===== src/rtl/alu4_seq.sv =====
// alu4_seq -- multi-nibble sequencer in front of a combinational 4-bit ALU.
//
// Takes one W-bit command (W = 4*NIBBLES) over cmd_valid/cmd_ready, drives the
// external ALU one nibble per cycle (LSB nibble first), chains the carry
// between passes, and returns the assembled result and flags over
// rsp_valid/rsp_ready.
//
// Ports:
//   clk, rst                      clock (rising edge), async active-high reset
//   cmd_valid/cmd_ready           command handshake
//   cmd_op[2:0]                   000 add, 001 sub, 010 not, 011 and,
//                                 100 or, 101 xor, 110 compare, 111 equal
//   cmd_a, cmd_b [W-1:0]          operands (cmd_b ignored for not)
//   cmd_cin                       carry-in, used by add on the first pass only
//   rsp_valid/rsp_ready           response handshake
//   rsp_result[W-1:0]             assembled result
//   rsp_zero/overflow/carry/size  response flags
//   busy                          sequencer not idle
//   alu_a/alu_b/alu_c/alu_cin     registered drives to the ALU
//   alu_result/zero/overflow/carry/size  ALU outputs (alu_zero unused)
//
// Optional: define ALU4_SEQ_STATS_EN to add saturating 16-bit counters
// stat_ops (response handshakes) and stat_ovf (handshakes with overflow).
module alu4_seq #(
  parameter int NIBBLES = 2,
  localparam int W = 4 * NIBBLES
) (
  input  logic         clk,
  input  logic         rst,
  input  logic         cmd_valid,
  output logic         cmd_ready,
  input  logic [2:0]   cmd_op,
  input  logic [W-1:0] cmd_a,
  input  logic [W-1:0] cmd_b,
  input  logic         cmd_cin,
  output logic         rsp_valid,
  input  logic         rsp_ready,
  output logic [W-1:0] rsp_result,
  output logic         rsp_zero,
  output logic         rsp_overflow,
  output logic         rsp_carry,
  output logic         rsp_size,
  output logic         busy,
  output logic [3:0]   alu_a,
  output logic [3:0]   alu_b,
  output logic [2:0]   alu_c,
  output logic         alu_cin,
  input  logic [3:0]   alu_result,
  input  logic         alu_zero,
  input  logic         alu_overflow,
  input  logic         alu_carry,
  input  logic         alu_size
`ifdef ALU4_SEQ_STATS_EN
  ,
  output logic [15:0]  stat_ops,
  output logic [15:0]  stat_ovf
`endif
);

  typedef enum logic [1:0] {IDLE, EXEC, RESP} state_e;
  typedef enum logic [2:0] {
    OP_ADD = 3'b000, OP_SUB = 3'b001, OP_NOT = 3'b010, OP_AND = 3'b011,
    OP_OR  = 3'b100, OP_XOR = 3'b101, OP_CMP = 3'b110, OP_EQ  = 3'b111
  } op_e;

  state_e         state_q;
  op_e            op_q;
  logic [W-1:0]   a_sh_q, b_sh_q;   // remaining operand nibbles, shifted down
  logic [W-1:0]   res_q;            // result nibbles collected so far
  logic [2:0]     idx_q;
  logic [3:0]     alu_a_q, alu_b_q;
  logic           alu_cin_q;
  logic           rsp_valid_q, rsp_zero_q, rsp_overflow_q, rsp_carry_q, rsp_size_q;
  logic [W-1:0]   rsp_result_q;

  logic           first_cin_d;
  logic           arith;
  logic           last_pass;
  logic [W+3:0]   res_cat;
  logic [W-1:0]   res_d;
  logic           unused_alu_zero;

  // The zero flag is recomputed over the whole W-bit result.
  assign unused_alu_zero = alu_zero;

  // Logic ops (not/and/or/xor) never chain carry and never report flags.
  assign arith     = !(op_q inside {OP_NOT, OP_AND, OP_OR, OP_XOR});
  assign last_pass = (idx_q == 3'(NIBBLES - 1));

  // Current ALU nibble enters at the top while earlier nibbles shift down,
  // so after NIBBLES passes nibble 0 sits at the bottom.
  assign res_cat = {alu_result, res_q};
  assign res_d   = res_cat[W+3:4];

  always_comb begin
    first_cin_d = 1'b0;
    case (op_e'(cmd_op))
      OP_ADD:               first_cin_d = cmd_cin;
      OP_SUB, OP_CMP, OP_EQ: first_cin_d = 1'b1;  // a + ~b + 1
      default:              first_cin_d = 1'b0;
    endcase
  end

  // NOTE: sequential state uses non-blocking assignments only, so every
  // register samples the pre-edge values regardless of statement order.
  always_ff @(posedge clk or posedge rst) begin
    if (rst) begin
      state_q        <= IDLE;
      op_q           <= OP_ADD;
      a_sh_q         <= '0;
      b_sh_q         <= '0;
      res_q          <= '0;
      idx_q          <= '0;
      alu_a_q        <= '0;
      alu_b_q        <= '0;
      alu_cin_q      <= 1'b0;
      rsp_valid_q    <= 1'b0;
      rsp_result_q   <= '0;
      rsp_zero_q     <= 1'b0;
      rsp_overflow_q <= 1'b0;
      rsp_carry_q    <= 1'b0;
      rsp_size_q     <= 1'b0;
    end else begin
      case (state_q)
        IDLE: begin
          if (cmd_valid) begin
            // Pass-0 drives are registered at accept so the ALU sees them
            // for the whole first EXEC cycle.
            op_q      <= op_e'(cmd_op);
            alu_a_q   <= cmd_a[3:0];
            alu_b_q   <= cmd_b[3:0];
            alu_cin_q <= first_cin_d;
            a_sh_q    <= cmd_a >> 4;
            b_sh_q    <= cmd_b >> 4;
            idx_q     <= '0;
            state_q   <= EXEC;
          end
        end
        EXEC: begin
          res_q <= res_d;
          if (last_pass) begin
            rsp_result_q   <= res_d;
            rsp_zero_q     <= (res_d == '0);
            rsp_overflow_q <= arith && alu_overflow;
            rsp_carry_q    <= arith && alu_carry;
            rsp_size_q     <= (op_q == OP_CMP) ? alu_size :
                              (op_q == OP_EQ)  ? (res_d == '0) : 1'b0;
            rsp_valid_q    <= 1'b1;
            state_q        <= RESP;
          end else begin
            alu_a_q   <= a_sh_q[3:0];
            alu_b_q   <= b_sh_q[3:0];
            alu_cin_q <= arith && alu_carry;
            a_sh_q    <= a_sh_q >> 4;
            b_sh_q    <= b_sh_q >> 4;
            idx_q     <= idx_q + 3'd1;
          end
        end
        RESP: begin
          if (rsp_ready) begin
            rsp_valid_q <= 1'b0;
            state_q     <= IDLE;
          end
        end
        default: state_q <= IDLE;
      endcase
    end
  end

`ifdef ALU4_SEQ_STATS_EN
  logic [15:0] stat_ops_q, stat_ovf_q;
  logic        rsp_hs;

  assign rsp_hs = rsp_valid_q && rsp_ready;

  always_ff @(posedge clk or posedge rst) begin
    if (rst) begin
      stat_ops_q <= '0;
      stat_ovf_q <= '0;
    end else if (rsp_hs) begin
      if (stat_ops_q != 16'hFFFF) stat_ops_q <= stat_ops_q + 16'd1;
      if (rsp_overflow_q && stat_ovf_q != 16'hFFFF) stat_ovf_q <= stat_ovf_q + 16'd1;
    end
  end

  assign stat_ops = stat_ops_q;
  assign stat_ovf = stat_ovf_q;
`endif

  assign cmd_ready    = (state_q == IDLE);
  assign busy         = (state_q != IDLE);
  assign rsp_valid    = rsp_valid_q;
  assign rsp_result   = rsp_result_q;
  assign rsp_zero     = rsp_zero_q;
  assign rsp_overflow = rsp_overflow_q;
  assign rsp_carry    = rsp_carry_q;
  assign rsp_size     = rsp_size_q;
  assign alu_a        = alu_a_q;
  assign alu_b        = alu_b_q;
  assign alu_c        = op_q;
  assign alu_cin      = alu_cin_q;

endmodule


===== config.mk =====
export PLATFORM = sky130hd
export DESIGN_NAME = alu4_seq
export DESIGN_NICKNAME = d
export VERILOG_FILES = /design/src/rtl/alu4_seq.sv
export SDC_FILE = /design/constraint.sdc
export NUM_CORES = 1
export LEC_CHECK = 0
export ABC_CLOCK_PERIOD_IN_PS = 2000
export CORE_MARGIN = 4
export CORE_UTILIZATION = 47
export CTS_BUF_LIST = sky130_fd_sc_hd__clkbuf_8
export CTS_CLUSTER_SIZE = 16
export DETAILED_ROUTE_END_ITERATION = 10
export PLACE_DENSITY = 0.81
export SYNTH_ARGS = -nofsm -noshare
export SYNTH_HDL_FRONTEND = slang
export SYNTH_SLANG_ARGS = --single-unit

===== constraint.sdc =====
create_clock -name clk -period 2 [get_ports clk]
set_clock_uncertainty 0.2 [all_clocks]
set_input_delay 0.6 -clock clk [delete_from_list [all_inputs] [get_ports clk]]
set_output_delay 0.6 -clock clk [all_outputs]
set_load 0.01 [all_outputs]

Yosys cells after proc, flatten, opt, wreduce, memory -nomap -nowiden
Cells that the tools add are included.
- bits in registers: 54
- bits of input ports: 32
- output and inout port bits: 27
- logic and storage cells: 76
- $add $sub $neg: 1
- eq/ne operators: 16
- multiplexer cells: 28
- reduce and logical (&&, ||, !) cells: 16
- operator list (kind ; count):
    8-bit 2-to-1 mux ; 4
    8-bit one-hot mux with 2 select lines ; 2
    3-bit == test (second input constant) ; 6
    4-bit 2-to-1 mux ; 4
    4-bit one-hot mux with 2 select lines ; 2
    3-bit AND reduction ; 3
    8-bit logical NOT ; 1
    2-bit != test (second input constant) ; 4
    3-bit by 1-bit == test with 1-bit output (second input constant) ; 2
    3-bit by 2-bit == test with 1-bit output (second input constant) ; 2
    1-bit 2-to-1 mux ; 6
    2-bit 2-to-1 mux ; 3
    3-bit 2-to-1 mux ; 2
    1-bit one-hot mux with 2 select lines ; 3
    2-bit one-hot mux with 3 select lines ; 1
    3-bit one-hot mux with 2 select lines ; 1
    2-bit nonzero test ; 3
    2-bit AND reduction ; 2
    4-bit nonzero test ; 1
    3-bit by 1-bit adder with 3-bit output (second input constant) ; 1
    3-bit logical NOT ; 1
    3-bit OR reduction ; 1
    2-bit by 1-bit == test with 1-bit output (second input constant) ; 1
    2-bit == test (second input constant) ; 1
    3 further kinds ; 4

Logic depth before layout (Yosys ltp)
- depth in word-level cells: 6
- gate-level depth with buffers: 7
- gate-level depth less buffers: 5

Worst setup path after synthesis
Ideal clock, no wire load.
- kind: register to register
- start: register idx_q[0]
- end: register b_sh_q[2]
- library setup time: 0.121 ns
- arrival: 1.441 ns
- data required time: 1.679 ns
- setup slack: 0.238 ns
- stages on the path, launching flop included: 7
- buffers on the path: 2
- clock period less this slack: 1.762 ns
- cells stage by stage: dfrtp_1 > ha_1 > and3b_4 > or2_1 > buf_6 > buf_6 > a22o_1
- longest elaborated chain between the ends: 3
- ends and longest elaborated chain (element ; RTL line ; text):
    from (decl) ; 70 ; logic [2:0] idx_q;
    from (signal assigned) ; 156 ; idx_q <= idx_q + 3'd1;
    3-bit by 1-bit == test with 1-bit output ; 88 ; assign last_pass = (idx_q == 3'(NIBBLES - 1));
    2-bit != test (no line) ; -- ;
    3-bit AND reduction (no line) ; -- ;
    to (signal assigned) ; 134 ; b_sh_q <= cmd_b >> 4;
    to (signal assigned) ; 155 ; b_sh_q <= b_sh_q >> 4;
    to (decl) ; 68 ; logic [W-1:0] a_sh_q, b_sh_q;
No other way between the ends.
A chain may end at the register's enable or synchronous reset.

Worst setup path after layout
- start: register rsp_result_q[2], in the netlist rsp_result[2]
- end: output port rsp_result[2]
- RTL lines (element ; RTL line ; text):
    from (decl) ; 74 ; logic [W-1:0] rsp_result_q;
    from (signal assigned) ; 142 ; rsp_result_q <= res_d;
    to (decl) ; 38 ; output logic [W-1:0] rsp_result,
No word-level cell between the ends.

==> results.cfg <==
[worst_setup_path]
critPathBufInv = 1
critPathMaxStageDelay_ps = 530
start_kind = flip-flop
critPathLaunch = rsp_result[2]$_DFFE_PP0P_
critPathTopFamily = buffers and inverters
end_kind = output port
crit_chain = clkdlybuf4s50_1
critPathRequiredTime_ps = 1200
worstPathMaxFanout = 2
r2r-start = idx_q[0]$_DFFE_PP0P_
path_class = flip-flop to output port
cpMaxStageDelayCell = clkdlybuf4s50_1
cp.arrival_ps = 1170

[power_and_ir_drop]
finalPower_mw = 3.70
p_seq_share_pct = 38.7
vdd_drop_max_v = 0.00103
power.switching_mw = 1.36
p_per_area_mw_per_mm2 = 1410
intPower_mw = 2.34
combPwrFrac_pct = 47.6
switching_share_pct = 36.8
p_clk_share_pct = 13.7
leakage_nw = 1.38

[global_route]
grt_pass1_vias = 1449
grt_use_total_pct = 17.9
grt_first_pass_wirelength_um = 7040
grt-ovfl-total = 0
antenna_found_initial = 0
grt_max_degree = 34

[sta]
timing.final.crit_share_pct = 98.7
hold_viol = 0
setup_viol = 0
finalMaxSlewViolations = 0
worstMarginPinSlew_ps = 411
period_minus_slack_ps = 1970
rsz0062_at_grt = no
slew_headroom_pct = 72.4
fmax_mhz = 506

[clock_tree]
cts_buffers = 5
cts-htree-levels = 2
clk_pin_slew_ps = 70
clk_latency_ps = 290
cts_root_buf = clkbuf_8
cts_tree = done
clock_sinks = 42
clockBufferDepth = 2

[finish]
final_common_cell = nand2_1
stdcell_area_mm2 = 0.00262
nFillCells = 295
syn2layout_area_growth_pct = 44.1
multi_input_area_um2 = 686
most-common-layout-cells = nand2_1, dfrtp_1, clkdlybuf4s50_1
n_antenna_cell = 0
fin_nets = 278
regArea_mm2 = 0.00105
final_util_pct = 71.0
drive_above_1_share_pct = 12.7

[place]
placed_cell_area_mm2 = 0.00252
gp_congestion = 0.718
io_buffers = 57
dp_hpwl_um = 3160

[drt]
antenna_left = 0
drt-initial-drc-count = 91
wire_per_inst_um = 14.3
first_pass_iters = 4
drt_wl_total_um = 4180
drcViolationCount = 0
drt-vias-per-instance = 5.22
vias = 1524

[die]
core_area_mm2 = 0.00369
initial_utilization_pct = 49.3
dieArea_mm2 = 0.00493
ios = 59
rows = 22
die_h_um = 70.2
die_w_um = 70.2

[yosys]
syn_nets = 207
synthCells = 173
avgSynthCellArea_um2 = 10.5
ys_types = 32
synthTopCellsByArea = dfrtp_1, nand2_1, mux2i_1
synth-warning-count = 0
yosysSeqAreaShare_pct = 57.8
ys_seq_elements = 42
yosysTopAreaCellShare_pct = 57.8
synth_top_cell_by_area = dfrtp_1
synth_area_mm2 = 0.00182

[status]
status = completed

[run]
drv_cap = 0

[hold_path]
holdCritPathClass = flip-flop to flip-flop
hold_start = rsp_zero$_DFFE_PP0P_
-- cell type report --
cell class,instances,share of cell area [%]
Multi-Input combinational cell,115,26.2
Sequential cell,42,40.1
Tap cell,48,2.29
Inverter,6,0.860
Clock inverter,2,0.382
Timing Repair Buffer,74,27.6
Clock buffer,5,2.63
-- Yosys cell counts --
| master | instances |
|---|---|
| mux2i_1 | 8 |
| clkbuf_1 | 3 |
| o2111ai_1 | 1 |
| and3b_4 | 1 |
| nor4_1 | 2 |
| mux2_2 | 3 |
| nand3_1 | 3 |
| nor2b_1 | 1 |
| nand2_1 | 45 |
| or2_1 | 1 |
| nand2b_1 | 2 |
| nand4bb_1 | 1 |
| o21ai_1 | 8 |
| or4_1 | 1 |
| a21boi_0 | 1 |
| xnor2_1 | 1 |
| o31ai_1 | 2 |
| a21oi_1 | 2 |
| o211a_1 | 1 |
| a22o_1 | 8 |
| inv_1 | 6 |
| nor2_1 | 1 |
| buf_6 | 2 |
| o41ai_1 | 1 |
| buf_2 | 4 |
| o21ai_0 | 15 |
| ha_1 | 2 |
| and2_1 | 1 |
| buf_4 | 1 |
| o21bai_1 | 2 |
| dfrtp_1 | 42 |
| and4bb_2 | 1 |
-- state kept, by name, summed over array words and instances, names as in the netlist --
name	flops
rsp_zero	1
rsp_size	1
a_sh_q	4
alu_b	4
rsp_result	8
res_q	4
rsp_carry	1
state_q	2
rsp_valid	1
idx_q	3
b_sh_q	4
alu_c	3
rsp_overflow	1
alu_a	4
alu_cin	1
-- per-stage QoR --
stage          setup TNS (ps)  worst slack (ps)  hold WS [ps]  instances
2_1_floorplan               0               226           261        173
3_3_place_gp             -679             -66.0           254        284
3_5_place_dp             -911              -137           264        284
4_1_cts                     0              1.17           281        292
5_1_grt                     0             0.660           292        292
6_report                    0              25.2           274        292
-- worst paths after layout --
kind                       cells past startpoint              endpoint  slack [ps]
min in group asynchronous                      2  alu_a[2]$_DFFE_PP0P_         360
max reg2reg                                    5   alu_cin$_DFFE_PP0P_         110
max in group asynchronous                      3   alu_cin$_DFFE_PP0P_         770
max                                            1         rsp_result[2]          30
min                                            2  rsp_zero$_DFFE_PP0P_         270
min reg2reg                                    2  rsp_zero$_DFFE_PP0P_         270
-- cell families after synthesis --
| group | count (synthesis) | share of synthesized area (%) |
|---|---|---|
| mux | 11 | 6.26 |
| simple gates | 60 | 15.1 |
| buf+inv | 16 | 4.61 |
| compound gates | 41 | 14.3 |
| fa+ha+maj | 2 | 1.38 |
| flops | 42 | 57.8 |
| xor+xnor | 1 | 0.482 |
-- power groups by stage --
| stage | combinational, mW | sequential, mW | clock (mW) |
|---|---|---|---|
| 2_1_floorplan | 0.917 | 1.52 | 0 |
| 3_3_place_gp | 1.79 | 1.44 | 0 |
| 3_5_place_dp | 1.84 | 1.45 | 0 |
| 4_1_cts | 1.81 | 1.43 | 0.515 |
| 5_1_grt | 1.95 | 1.47 | 0.543 |
| 6_report | 1.76 | 1.43 | 0.506 |
-- repair_timing --
action | CTS | global route
setup endpoints to repair | 11 | 12
resized for setup | 11 | 13
pin swaps | 0 | 1
setup buffers | 1 | 0
hold buffers | 0 | 0
-- per-layer routing --
metal	wire length, um	up-vias	global-route usage, %
met1	1870	717	23.4
met2	1980	60	28.6
met4	46	0	4.89
met3	276	10	5.61
met5	0	-	0
li1	-	737	-
No activity file was read; power rests on OpenSTA's default activity.
